## src/rtl/serial_add_sequencer_pkg.sv

```systemverilog
// Shared definitions for the bit-serial add/subtract sequencer:
// FSM state encoding, legal operand widths and the bit-counter width helper.
package serial_add_sequencer_pkg;

    typedef enum logic [1:0] {
        IDLE  = 2'd0,
        SHIFT = 2'd1,
        DONE  = 2'd2
    } state_t;

    localparam int WIDTH_MIN = 2;
    localparam int WIDTH_MAX = 64;

    // Counter must be able to hold WIDTH itself so it never wraps mid-operation.
    function automatic int ctr_width(input int width);
        return $clog2(width + 1);
    endfunction

endpackage

```

## src/rtl/serial_add_sequencer_fa_bit.sv

```systemverilog
// Single-bit full adder used by the serial datapath: sum bit and majority carry.
module serial_fa_bit
    import serial_add_sequencer_pkg::*;
(
    input  logic a_i,
    input  logic b_i,
    input  logic c_i,
    output logic s_o,
    output logic co_o
);

    assign s_o  = a_i ^ b_i ^ c_i;
    assign co_o = (a_i & b_i) | (a_i & c_i) | (b_i & c_i);

endmodule

```

## src/rtl/serial_add_sequencer.sv

```systemverilog
// Bit-serial adder/subtractor. Operands are captured on an accepted start,
// then one bit per clock is pushed LSB-first through a single full adder.
// The result, carry-out and signed overflow are published together on the
// last shift edge and held until the next operation completes.
module serial_add_sequencer
    import serial_add_sequencer_pkg::*;
#(
    parameter int WIDTH = 4
) (
    input  logic             clk,
    input  logic             reset,
    input  logic             start,
    input  logic             op_sub,
    input  logic [WIDTH-1:0] a,
    input  logic [WIDTH-1:0] b,
    input  logic             cin,
    output logic             ready,
    output logic             busy,
    output logic             bit_valid,
    output logic             a_bit,
    output logic             b_bit,
    output logic             c_bit,
    output logic             done,
    output logic [WIDTH-1:0] sum,
    output logic             cout,
    output logic             ovf
);

    localparam int             CW       = ctr_width(WIDTH);
    localparam logic [CW-1:0]  LAST_BIT = CW'(WIDTH - 1);

    state_t           state_q;
    logic [WIDTH-1:0] a_sr_q;
    logic [WIDTH-1:0] b_sr_q;
    logic [WIDTH-1:0] acc_q;     // working sum register, filled from the MSB side
    logic [WIDTH-1:0] sum_q;     // published result, only touched on the last edge
    logic             carry_q;
    logic             cout_q;
    logic             ovf_q;
    logic [CW-1:0]    cnt_q;
    logic             busy_q;
    logic             done_q;

    logic             fa_sum;
    logic             fa_carry;

    // Serial taps are forced low whenever no bit is in flight.
    assign busy      = busy_q;
    assign ready     = ~busy_q;
    assign bit_valid = busy_q;
    assign a_bit     = busy_q & a_sr_q[0];
    assign b_bit     = busy_q & b_sr_q[0];
    assign c_bit     = busy_q & carry_q;
    assign done      = done_q;
    assign sum       = sum_q;
    assign cout      = cout_q;
    assign ovf       = ovf_q;

    serial_fa_bit u_fa (
        .a_i  (a_bit),
        .b_i  (b_bit),
        .c_i  (c_bit),
        .s_o  (fa_sum),
        .co_o (fa_carry)
    );

    // Control FSM and serial datapath: capture on accept, shift one bit per edge, publish on the last.
    always_ff @(posedge clk or posedge reset) begin
        if (reset) begin
            state_q <= IDLE;
            a_sr_q  <= '0;
            b_sr_q  <= '0;
            acc_q   <= '0;
            sum_q   <= '0;
            carry_q <= 1'b0;
            cout_q  <= 1'b0;
            ovf_q   <= 1'b0;
            cnt_q   <= '0;
            busy_q  <= 1'b0;
            done_q  <= 1'b0;
        end else begin
            case (state_q)
                SHIFT: begin
                    acc_q   <= {fa_sum, acc_q[WIDTH-1:1]};
                    carry_q <= fa_carry;
                    a_sr_q  <= a_sr_q >> 1;
                    b_sr_q  <= b_sr_q >> 1;
                    cnt_q   <= cnt_q + CW'(1);
                    if (cnt_q == LAST_BIT) begin
                        sum_q   <= {fa_sum, acc_q[WIDTH-1:1]};
                        cout_q  <= fa_carry;
                        // Carry into the MSB differing from carry out of it means signed overflow.
                        ovf_q   <= carry_q ^ fa_carry;
                        busy_q  <= 1'b0;
                        done_q  <= 1'b1;
                        state_q <= DONE;
                    end
                end
                default: begin
                    // IDLE and DONE both accept; DONE lasts exactly one cycle.
                    done_q <= 1'b0;
                    if (start) begin
                        a_sr_q  <= a;
                        // Subtract is a + ~b + 1, so invert B and force the carry-in.
                        b_sr_q  <= op_sub ? ~b : b;
                        carry_q <= op_sub | cin;
                        cnt_q   <= '0;
                        busy_q  <= 1'b1;
                        state_q <= SHIFT;
                    end else begin
                        state_q <= IDLE;
                    end
                end
            endcase
        end
    end

endmodule

```

## config.mk

```make
export PLATFORM = sky130hd
export DESIGN_NAME = serial_add_sequencer
export DESIGN_NICKNAME = d
export VERILOG_FILES = /design/src/rtl/serial_add_sequencer_pkg.sv /design/src/rtl/serial_add_sequencer_fa_bit.sv /design/src/rtl/serial_add_sequencer.sv
export SDC_FILE = /design/constraint.sdc
export NUM_CORES = 1
export LEC_CHECK = 0
export CORE_UTILIZATION = 33
export CTS_CLUSTER_SIZE = 40
export DETAILED_ROUTE_END_ITERATION = 8
export PLACE_DENSITY_LB_ADDON = 0.25
export SYNTH_ARGS = -nofsm -noshare
export SYNTH_HDL_FRONTEND = slang
export SYNTH_SLANG_ARGS = --single-unit
```

## constraint.sdc

```tcl
create_clock -name clk -period 1.8 [get_ports clk]
set_input_delay 0.36 -clock clk [delete_from_list [all_inputs] [get_ports clk]]
set_output_delay 0.36 -clock clk [all_outputs]
set_load 0.02 [all_outputs]
```

==> run metrics, run 1 <==
register area share after synthesis=52.75%; Cells after DPL=171; Final ANT Viol Nets=0; initial core utilization=36.11%; drt initial violations=19; flops & latches, synth=24; Die ar.=0.003689 mm^2; slowest cell delay on critical path=620 ps; clk sinks=24; Fin Setup TNS=0 ps; # DRC=0; Placement Setup Slack=181.1 ps; Top Ports=26; synthesized area per cell=10.74 um^2; Clock Latency Late Sink=320 ps; H-tree depth=1; root buf cell=clkbuf_4; antenna cells=0; vias in the first global route=753; largest net degree at the start of global routing=25; CP Buf/Inv Count=1; clk_skew=7.000 ps; total gr overflow=0; worst min-delay path class=in -> async; final cell count without fillers=175; DP HPWL=1508 um; FP Rows=20; Synth-to-Final Area Change=29.23%; DRT Pass-1 Iters=3; Multi-input gate area=470.5 um^2; GP Congestion=0.7456; maxcap violations=0; Die Ht=60.74 um; critical path's top delay family=buffers and inverters; Critical Path Start=state_q[1]; critical path capture point=done; core area=0.003153 mm^2; Critical Path AT=1350 ps; slew margin rel.=80.21%; VDD IR max=0.7570 mV; wirelength, routed=1987 um; leakage power=0.7104 nW; TritonCTS buffer count=3; RR Startpoint=cnt_q[0]; reg2reg path depth=4; Cell Area, Synth=0.001139 mm^2; Fillers=323; R2R Setup Slk=360 ps; synthesized net count=122; critical path depth in cells=1; Routed wire per std cell=11.35 um; library cells used by synthesis=27; Layout Nets=148; global-route wire length before repair=3201 um; Worst-path clk slew=140 ps; Register Area=601.8 um^2; PD cells=1548 mW/mm^2; clk buf depth=2; Tot Pwr=2.277 mW; Tot GR Track Use=12.06%; Worst EP required=1440 ps; initial antenna violation count=0; yosys warns=0; critical path launch point type=register; Die Span X=60.74 um; fmax=583.4 MHz; via count=790; run status=completed; CP Class=reg -> out; endpoint of the worst register-to-register path=sum[1]; worst slew pin tran=296.9 ps; CP Cell Sequence=clkdlybuf4s50_1; Hold WS=367.7 ps; CTS tree=yes; Final Critical Period=1714 ps; Hold Vio Cnt, Final=0; fraction of layout cells with a size suffix above 1=13.74%; Max Slew Vio Count=0; Setup violations, final=0; Post-Syn Instances=106; Crit Path Max Fanout=4; crit share post-route=95.23%; RSZ-0062 raised after global routing=no; CP max stage cell=clkdlybuf4s50_1; setup ws final=85.85 ps; crit end category=output port; buffers added on ports=25; vias per cell=4.514
==> worst min-delay path: stages <==
cell and delay (ps):
clkdlybuf4s50_1 400, inv_1 50, buf_4 290
==> flip-flops by register name, indices dropped and copies added, names as in the netlist <==
signal     flops
b_sr_q         4
sum            4
cout           1
state_q        2
a_sr_q         4
ovf            1
bit_valid      1
carry_q        1
acc_q          3
cnt_q          3
==> logic make-up after synthesis <==
kind of cell	synth area share (%)
and+or+nand+nor	14.40
DFF	52.75
AOI/OAI and AO/OA	9.670
buffers and inverters	5.934
muxes	10.11
xor gates and xnor gates	3.847
adders and majority gates	3.297
==> synthesized netlist by cell type <==
| library cell | number | area, um^2 |
|---|---|---|
| a211o_1 | 1 | 8.760 |
| a211oi_1 | 1 | 7.510 |
| a21oi_1 | 3 | 15.01 |
| a2bb2oi_2 | 1 | 15.01 |
| and2_1 | 1 | 6.260 |
| and2_2 | 3 | 22.52 |
| buf_2 | 2 | 10.01 |
| buf_4 | 3 | 22.52 |
| buf_6 | 1 | 11.26 |
| clkbuf_2 | 1 | 5.000 |
| dfrtp_1 | 24 | 600.6 |
| ha_1 | 3 | 37.54 |
| inv_1 | 5 | 18.77 |
| mux2_2 | 4 | 45.04 |
| mux2i_1 | 7 | 70.07 |
| nand2_1 | 17 | 63.81 |
| nand2b_1 | 2 | 12.51 |
| nand3b_1 | 1 | 7.510 |
| nand3b_2 | 1 | 11.26 |
| nor2_1 | 5 | 18.77 |
| nor2b_2 | 1 | 8.760 |
| o21ai_0 | 11 | 55.05 |
| o221ai_1 | 1 | 8.760 |
| or2_1 | 1 | 6.260 |
| or3_1 | 1 | 6.260 |
| xnor2_1 | 2 | 17.52 |
| xor2_1 | 3 | 26.28 |
==> metrics by stage <==
| step | util (%) | area, um^2 |
|---|---|---|
| after CTS | 46.51 | 1466 |
| after global routing | 46.67 | 1471 |
| final | 46.67 | 1471 |
| after detailed placement | 44.96 | 1418 |
| after floorplan | - | 1139 |
| after global placement | 44.96 | 1418 |
==> cells in the final DEF, fill, tap and decap left out <==
cell and n:
a211o_1 1, a211oi_1 1, a21oi_1 3, a2bb2oi_2 1, and2_1 1, and2_2 3, buf_4 3, bufinv_16 1
clkbuf_4 3, clkdlybuf4s50_1 19, dfrtp_1 23, dfrtp_2 1, dlygate4sd2_1 4, dlymetal6s2s_1 2, ha_1 3, inv_1 5
mux2_2 4, mux2i_1 7, nand2_1 17, nand2b_1 2, nand3b_1 1, nand3b_2 1, nor2_1 5, nor2b_2 1
o21ai_0 11, o221ai_1 1, or2_1 1, or3_1 1, xnor2_1 2, xor2_1 3
==> per-layer routing <==
metal	track usage (%)	share of wire, %	up-vias
met4	2.922	0.50	0
met3	4.478	4.9	2
met2	22.29	52	19
met1	13.00	42	367
li1	-	-	402
met5	0	0	-
==> worst min-delay path by stage <==
stage	from	endpoint	slack, ps	depth (start not counted)
floorplan	reset	a_sr_q[0]	370	1
global placement	acc_q[1]	acc_q[1]	460	2
detailed placement	sum[3]	sum[3]	470	2
CTS	reset	sum[0]	380	3
global route	reset	cnt_q[0]	400	3
finish	reset	acc_q[1]	370	3
==> where the power goes <==
part           internal (mW)  total (mW)  switching (mW)
clock network          0.225       0.390           0.165
registers              0.759       0.898           0.139
logic                  0.466       0.990           0.524
total                   1.45        2.28           0.827
==> what timing repair did <==
action | in CTS | in global routing
resized for setup | 5 | 2
hold buffers | 0 | 0
setup endpoints to repair | 6 | 2
buffers inserted | 0 | 0
pin swaps | 0 | 0
gates cloned | 0 | 0
hold endpoints to repair | 0 | 0
==> cell type report <==
cell class	count	share of cell area, %
clock inverter	1	2.041
clock buffer	3	1.531
multi-input combinational	70	31.97
tap	44	3.741
sequential	24	40.90
inverter	5	1.276
timing repair buffer	28	18.54
Power figures use the tool's default switching activity.
==> run 2, diff against run 1 <==
- ABC_AREA: not set -> 1
- CORE_ASPECT_RATIO: not set -> 1.25
==> run 2 against run 1 <==
Worst setup slack improved by 45 ps; cell count is 10% higher; maximum frequency increased by 2.7%; critical endpoint unchanged; largest cell class unchanged.
==> run metrics, run 2 <==
run status=completed; leakage power=0.7645 nW (+7.6%); Worst EP required=1440 ps (about the same); fmax=599.3 MHz (+2.7%); FP Rows=23 (+15%); share of power burned in registers=39.0% (-0.4 points); M1 wire length=1001 um (+19%); vias per cell=4.435 (-1.8%); Sw Share=39.51% (+3.2 points); commonest non-fill, non-tap cells in the layout=51 x nand2_1, 23 x dfrtp_1, 21 x clkdlybuf4s50_1; total gr overflow=0 (unchanged); Top Layer Used=met4; RR Startpoint=bit_valid; drt initial violations=12 (-7); Main synth FF type=dfrtp_1; reg2reg path depth=6 (+2); Worst-path clk slew=90 ps (-50 ps); clk_skew=5.103 ps (-1.897 ps); Cell Area, Synth=0.001092 mm^2 (-4.1%); CP Class=reg -> out; CP Buf/Inv Count=1 (unchanged); most numerous cell in the Yosys netlist=nand2_1; Detail Route met3 WL=87 um (-10%); Tot GR Track Use=12.96% (+0.89 points); most common cell after layout, fill and taps aside=nand2_1; slowest cell delay on critical path=630 ps (about the same); routed wl met2=967 um (-6.5%); # DRC=0 (unchanged); initial antenna violation count=0 (unchanged); critical path launch point type=register; root buf cell=clkbuf_8; Synth-to-Final Area Change=31.62%; clk buf depth=2 (unchanged); Routed wire per std cell=10.82 um (-4.7%); largest cells by area after synthesis=dfrtp_1 55%, nand2_1 18%, inv_1 5.5%, ha_1 3.4%, nand3_1 2.7%; H-tree depth=1 (unchanged); Multi-input gate area=406.6 um^2 (-14%); Critical Path AT=1310 ps (-40 ps); Int Pwr=1.377 mW (-5.0%); wirelength, routed=2088 um (+5.1%); TritonCTS buffer count=3 (unchanged); CP Cell Sequence=clkdlybuf4s50_1; number of synthesized flops with an enable pin=0 (unchanged); fin area=0.001438 mm^2 (-2.3%); largest net degree at the start of global routing=25 (unchanged); Max Slew Vio Count=0 (unchanged); antenna cells=0 (unchanged); DRT Pass-1 Iters=4 (+1); crit end category=output port; Register Area=601.8 um^2 (unchanged); Fillers=325 (+0.62%); Gate power share=44.6% (+1.1 points); setup bufs post-CTS=0 (unchanged); Layout Nets=173 (+17%); endpoint of the worst register-to-register path=acc_q[3]; Die ar.=0.003546 mm^2 (-3.9%); Fin Setup TNS=0 ps (unchanged); Die Ht=66.33 um (+9.2%); VDD IR max=0.6370 mV (-16%); Synth Area in Adders=3.436% (+0.14 points); worst min-delay path class=in -> async; global-route wire length before repair=3284 um (+2.6%); vias in the first global route=724 (-3.9%); Hold Vio Cnt, Final=0 (unchanged); yosys warns=0 (unchanged); Crit Path Max Fanout=3 (-1); Compound-Gate Fraction of Synth Area=5.384% (-4.3 points); critical path's top delay family=buffers and inverters; via count=856 (+8.4%); worst slew pin tran=336.1 ps (+39.18 ps); buffers added on ports=25 (unchanged); RSZ-0062 raised after global routing=no; dpl cell area=0.001379 mm^2 (-2.7%); PD cells=1583 mW/mm^2 (+2.3%); flops & latches, synth=24 (unchanged); Final ANT Viol Nets=0 (unchanged); Final Critical Period=1669 ps (-45.44 ps); mux contribution to synthesized area=0% (-10 points); hold_buf cts=0 (unchanged); largest family of logic cells by synthesized area=simple AND/OR/NAND/NOR gates; initial core utilization=34.20% (-1.9 points); core area=0.003194 mm^2 (+1.3%); GP Congestion=0.8393 (+13%); simple-gate portion of the synthesized area=24.40% (+10 points); area leader, netlist=dfrtp_1; Die Span X=53.46 um (-12%); sw power=899.5 uW (+8.7%); library cells used by synthesis=20 (-26%); clk sinks=24 (unchanged); R2R Setup Slk=500 ps (+140 ps); Clock Latency Late Sink=270 ps (-50 ps); Tot Pwr=2.276 mW (about the same); synthesized net count=145 (+19%); commonest cells in the netlist=51 x nand2_1, 24 x dfrtp_1, 16 x inv_1, 6 x nand3_1, 6 x o21ai_0; Synth Area in XOR/XNOR=4.009% (+0.16 points); maxcap violations=0 (unchanged); fraction of layout cells with a size suffix above 1=7.692% (-6.0 points); Top Ports=26 (unchanged); clock power share=16.4% (-0.7 points); crit share post-route=92.71% (-2.5 points); synthesized area per cell=8.467 um^2 (-21%); slew margin rel.=77.57% (-2.6 points); top-area cell type share of the netlist area=54.98% (+2.2 points); CP max stage cell=clkdlybuf4s50_1; Setup violations, final=0 (unchanged); register area share after synthesis=54.98% (+2.2 points); Post-Syn Instances=129 (+22%); ys async rst share=100.0% (unchanged); CTS tree=yes; DP HPWL=1499 um (-0.60%)
run 2: changes by cell type after synthesis, sizes merged, moves of 4 or more:
cell	change
nand3	+6
inv	+13
buf	-4
o21ai	-4
and2	-4
mux2i	-7
mux2	-4
nand2	+36
run 2: area by class of cell:
class / instances / share of cell area (%)
tap: 37 / 3.220
timing repair buffer: 26 / 18.10
inverter: 18 / 4.700
clock buffer: 4 / 3.829
multi-input combinational: 84 / 28.29
sequential: 24 / 41.86
run 2: per-layer routing:
metal / GRT usage (%) / vias to the layer above
met2: 20.78 / 22
met5: 0 / -
met3: 2.069 / 4
met1: 16.21 / 385
li1: - / 445
met4: 6.908 / 0
run 2: how the worst max path moves through the flow:
stage / start / end / cells past startpoint / slack [ps]
floorplan: bit_valid / acc_q[3] / 6 / 420
global placement: bit_valid / c_bit / 3 / 280
detailed placement: bit_valid / c_bit / 3 / 260
CTS: bit_valid / b_bit / 3 / 2
global route: state_q[1] / done / 1 / 90
finish: state_q[1] / done / 1 / 130
run 2: repair_timing:
item,CTS,global route
cloned,0,0
resized for setup,2,3
setup endpoints to repair,2,2
run 2: stage by stage:
stage / util, % / instances / setup slack (ps) / hold WS (ps)
6_report: 45.01 / 193 / 131.3 / 429.3
5_1_grt: 45.01 / 193 / 86.37 / 473.3
4_1_cts: 44.81 / 193 / 1.691 / 440.7
3_5_place_dp: 43.16 / 189 / 256.5 / 467.8
3_3_place_gp: 43.16 / 189 / 283.2 / 453.4
2_1_floorplan: - / 129 / 416.3 / 374.6
run 2: cell families (layout without fill, tap and decap cells):
kind of cell / after synthesis / in the layout
and+or+nand+nor: 65 / 65
buffers and inverters: 21 / 48
AOI/OAI and AO/OA: 11 / 11
DFF: 24 / 24
xor gates and xnor gates: 5 / 5
adders and majority gates: 3 / 3
run 2: power by group through the flow:
stage	sequential [mW]	combinational, mW	clock [mW]
floorplan	0.960	0.603	0
detailed placement	0.899	1.05	0
global route	0.919	1.14	0.399
CTS	0.889	1.04	0.382
finish	0.887	1.02	0.374
global placement	0.888	1.02	0
==> patch 1 (config.mk and constraints of run 1) <==
Re-encode `state_t` (3 states) as one-hot, 3 bits wide.
--- a/src/rtl/serial_add_sequencer_pkg.sv
+++ b/src/rtl/serial_add_sequencer_pkg.sv
@@ -4,6 +4,6 @@
 
-    typedef enum logic [1:0] {
-        IDLE  = 2'd0,
-        SHIFT = 2'd1,
-        DONE  = 2'd2
+    typedef enum logic [2:0] {
+        IDLE  = 3'b001,
+        SHIFT = 3'b010,
+        DONE  = 3'b100
     } state_t;
Function: same outputs for any inputs over 10 cycles, from zero or initial values and one cycle with reset high; not proved beyond that.
==> patch 1 against run 1 <==
- clock power down 36%
- area after synthesis up 3.2%
- worst setup slack got worse by 0.0035 ns
- wire length grew 2.8%
- sequential cell count up 1
- cell area up 0.77%
- total power up 6.0%
==> patch 1: results (changes against run 1) <==
* Total detailed-routing wirelength at 2042 µm (+2.8%)
* Share of synthesized area occupied by flip-flops and latches at 0.5335 (+0.006074)
* Clk buf depth at 2 (unchanged)
* Number of buffers inserted by post-CTS setup repair at 0 (unchanged)
* Initial antenna violation count at 0 (unchanged)
* Commonest cells in the netlist: 24 x sky130_fd_sc_hd__dfrtp_1, 14 x sky130_fd_sc_hd__nand2_1, 8 x sky130_fd_sc_hd__nor2_1
* Top cells by area, synth: sky130_fd_sc_hd__dfrtp_1 51%, sky130_fd_sc_hd__mux2i_1 6.0%, sky130_fd_sc_hd__nand2_1 4.5%
* Clock network latency to the later pin of the worst-skew pair at around 0.31 ns
* Count of cells along the worst register-to-register path at 4 (unchanged)
* Result of the run: finished, final reports clean
* Leakage at 0.6758 nW (-4.9%)
* Worst setup skew after layout at 0.009839 ns (+0.002840 ns)
* Part of the cycle the worst path needs at 0.9543 (+0.001969)
* HPWL reported at the end of detailed placement at 1509 µm (about the same)
* Tightest slew margin relative to the limit at 0.7808 (-0.02130)
* Reg-to-reg setup timing slack at 0.29 ns (-0.07 ns)
* Number of antenna cells inserted at 0 (unchanged)
* IO buf count at 25 (unchanged)
* Launch point of the worst path: state_q[2]
* All-Layer GR Usage at 0.1238 (+0.003215)
* Total via count after detailed routing at 807 (+2.2%)
* Reg2reg start: cnt_q[0]
* Drt initial violations at 9 (-10)
* Routability congestion estimate at 0.6586 (-12%)
* Worst EP arrival at 1.36 ns
* Capturing point of the worst reg2reg path: sum[2]
* CP max stage cell: sky130_fd_sc_hd__clkdlybuf4s50_1
* Wire length of the first global-routing pass at 3463 µm (+8.2%)
* Delay-heaviest family, CP: buffers and inverters
* Distinct cell type count after synthesis at 29 (+7.4%)
* Number of fill cells at 361 (+12%)
* Max FO, Critical Path at 4 (unchanged)
* Worst min-delay path category: in -> async
* TritonCTS Buffers at 3 (unchanged)
* Root buffer cell: sky130_fd_sc_hd__clkbuf_4
* CTS H-Tree Depth at 1 (unchanged)
* YS warnings at 0 (unchanged)
* Total instance count after detailed placement at 174 (+1.8%)
* Length of the first detailed-routing pass in iterations at 4 (+1)
* Synthesized net count at 123 (+0.82%)
* Layout cell share with drive strength beyond 1 at 0.1288 (-0.008617)
* Clock transition at the registers of the reported paths at 0.14 ns (about the same)
* Async S/R FF share, synth at 1.000 (unchanged)
* Largest net degree at the start of global routing at 26 (+4.0%)
* Crit path largest cell delay at 0.62 ns (about the same)
* Post-Syn Instances at 107 (+0.94%)
* Post-layout net count at 149 (+0.68%)
* Capture point of the worst path: done
* Setup slack at placement at 0.1558 ns (-0.02536 ns)
* Non-filler instance count after layout at 178 (+1.7%)
* Most frequently used flop master after synthesis: sky130_fd_sc_hd__dfrtp_1
* Max IR drop VDD at 0.0004512 V (-40%)
[patch 1: cell count changes after synthesis, moves of 2 or more]
cell and delta:
sky130_fd_sc_hd__o21ai_1 +6, sky130_fd_sc_hd__nand2_1 -3, sky130_fd_sc_hd__inv_1 -2, sky130_fd_sc_hd__nor2_1 +3, sky130_fd_sc_hd__and2_2 -3, sky130_fd_sc_hd__and2_1 +3
sky130_fd_sc_hd__o21ai_0 -6
[patch 1: layer usage]
metal	up-vias	track usage	wire (µm)
li1	412	-	-
met1	381	0.1612	1008
met2	12	0.2028	963
met3	2	0.02521	54
met4	0	0.04762	15
met5	-	0	0
[patch 1: repair_timing]
action | CTS | global route
endpoints found under the setup margin | 6 | 2
pin swaps | 0 | 0
gates cloned | 0 | 0
gates resized for setup | 5 | 2
hold buffers | 0 | 0
[patch 1: worst min path at each step]
stage / slack, ns / depth (start not counted) / from / to
2_1_floorplan: 0.39 / 1 / reset / a_sr_q[0]
3_3_place_gp: 0.46 / 2 / a_sr_q[3] / a_sr_q[2]
3_5_place_dp: 0.46 / 2 / b_sr_q[1] / b_sr_q[0]
4_1_cts: 0.40 / 3 / reset / a_sr_q[3]
5_1_grt: 0.43 / 3 / reset / a_sr_q[2]
6_report: 0.38 / 3 / reset / a_sr_q[3]
[patch 1: cell families after synthesis]
family,Yosys count,share of synthesized area
DFF,25,0.5336
adders and majority gates,3,0.03195
muxes,11,0.1012
AOI/OAI and AO/OA,18,0.08626
buffers and inverters,10,0.05325
xor gates and xnor gates,5,0.03728
and+or+nand+nor,35,0.1566
[patch 1: through the flow]
step           total power (W)  instance area [µm²]
2_1_floorplan         0.001822                 1175
3_3_place_gp          0.002198                 1454
3_5_place_dp          0.002236                 1454
4_1_cts               0.002457                 1478
5_1_grt               0.002623                 1483
6_report              0.002414                 1483
[patch 1: power breakdown]
part | leakage [nW] | switching, W | internal (W)
Sequential | 0.307 | 0.000165 | 0.000820
Combinational | 0.351 | 0.000624 | 0.000557
Clock | 0.0177 | 0.000165 | 0.0000829
[patch 1: layout make-up]
| class | count | share of cell area |
|---|---|---|
| tap | 46 | 0.03882 |
| inverter | 3 | 0.007595 |
| timing repair buffer | 28 | 0.1840 |
| clock buffer | 3 | 0.01519 |
| sequential | 25 | 0.4236 |
| clock inverter | 1 | 0.003376 |
| multi-input combinational | 72 | 0.3274 |
==> patch 2 (config.mk and constraints of run 1) <==
Without the edit above. Set the parameter `WIDTH` to 6 (it was 4).
--- a/src/rtl/serial_add_sequencer.sv
+++ b/src/rtl/serial_add_sequencer.sv
@@ -7,3 +7,3 @@
 #(
-    parameter int WIDTH = 4
+    parameter int WIDTH = 6
 ) (
Interface: changed (resized a, b and sum); port bits go from 26 to 32. No check against the original RTL was run, so the function may have changed too.
==> patch 2 against run 1 <==
- worst setup slack got worse by 0.036 ns
- area after synthesis rose by 33%
- total power grew 29%
- sequential cell count is 8 higher
- synthesized cell count up 40%
- utilization is 2.4 points lower
- wire length rose by 37%
- cell area rose by 32%
- non-clock buffer count is 6 higher
==> patch 2: results (changes against run 1) <==
* Number of fill cells at 416 (+29%)
* Worst EP arrival at 1.39 ns (+0.04 ns)
* Routability congestion estimate at 0.7876 (+5.6%)
* Largest net degree at the start of global routing at 33 (+32%)
* Post-layout net count at 201 (+36%)
* GR met2 Demand/Resource at 0.1827 (-0.04023)
* Share of synthesized area occupied by flip-flops and latches at 0.5272 (about the same)
* Length of the first detailed-routing pass in iterations at 4 (+1)
* Multi-input combinational gate total at 104 (+49%)
* M1 WL at 1293 µm (+53%)
* Clock network power at 0.000511 W (+31%)
* Max IR drop VDD at 0.0004588 V (-39%)
* Commonest cells in the netlist: 41 x sky130_fd_sc_hd__nand2_1, 32 x sky130_fd_sc_hd__dfrtp_1, 16 x sky130_fd_sc_hd__o21ai_0
* Result of the run: finished, final reports clean
* Part of the cycle the worst path needs at 0.9725 (+0.02024)
* Total detailed-routing wirelength at 2717 µm (+37%)
* Max FO, Critical Path at 9 (+5)
* Area after detailed placement at 1866 µm² (+32%)
* TritonCTS Buffers at 5 (+2)
* Portion of netlist area occupied by mux cells at 0.09638 (-0.004723)
* Amount of wire on met2 after detailed routing at 1226 µm (+19%)
* Num Clock Sinks at 32 (+33%)
* Cells resized by post-CTS repair at 4 (-1)
* IO buf count at 31 (+24%)
* Reg-to-reg setup timing slack at 0.40 ns (+0.04 ns)
* Number of clock buffers in the layout at 6 (+3)
* Met1 Usage GRT at 0.1730 (+0.04300)
* CTS H-Tree Depth at 2 (+1)
* Cell internal power dissipation at 0.001841 W (+27%)
## patch 2: cell count changes after synthesis, moves of 3 or more
cell,before,now
sky130_fd_sc_hd__mux2_2,4,1
sky130_fd_sc_hd__o21ai_0,11,16
sky130_fd_sc_hd__dfrtp_1,24,32
sky130_fd_sc_hd__and2_1,1,4
sky130_fd_sc_hd__and2_2,3,0
sky130_fd_sc_hd__nand2_1,17,41
sky130_fd_sc_hd__mux2i_1,7,12
## patch 2: stage by stage
stage          hold slack, ns    util
2_1_floorplan          0.4386       -
3_3_place_gp           0.4517  0.4255
3_5_place_dp           0.4554  0.4255
4_1_cts                0.4723  0.4426
5_1_grt                0.4931  0.4426
6_report               0.4576  0.4426
## patch 2: tightest hold or removal path: stages
cell                              delay [ns]
sky130_fd_sc_hd__clkdlybuf4s50_1        0.39
sky130_fd_sc_hd__inv_1                  0.05
sky130_fd_sc_hd__buf_4                  0.35
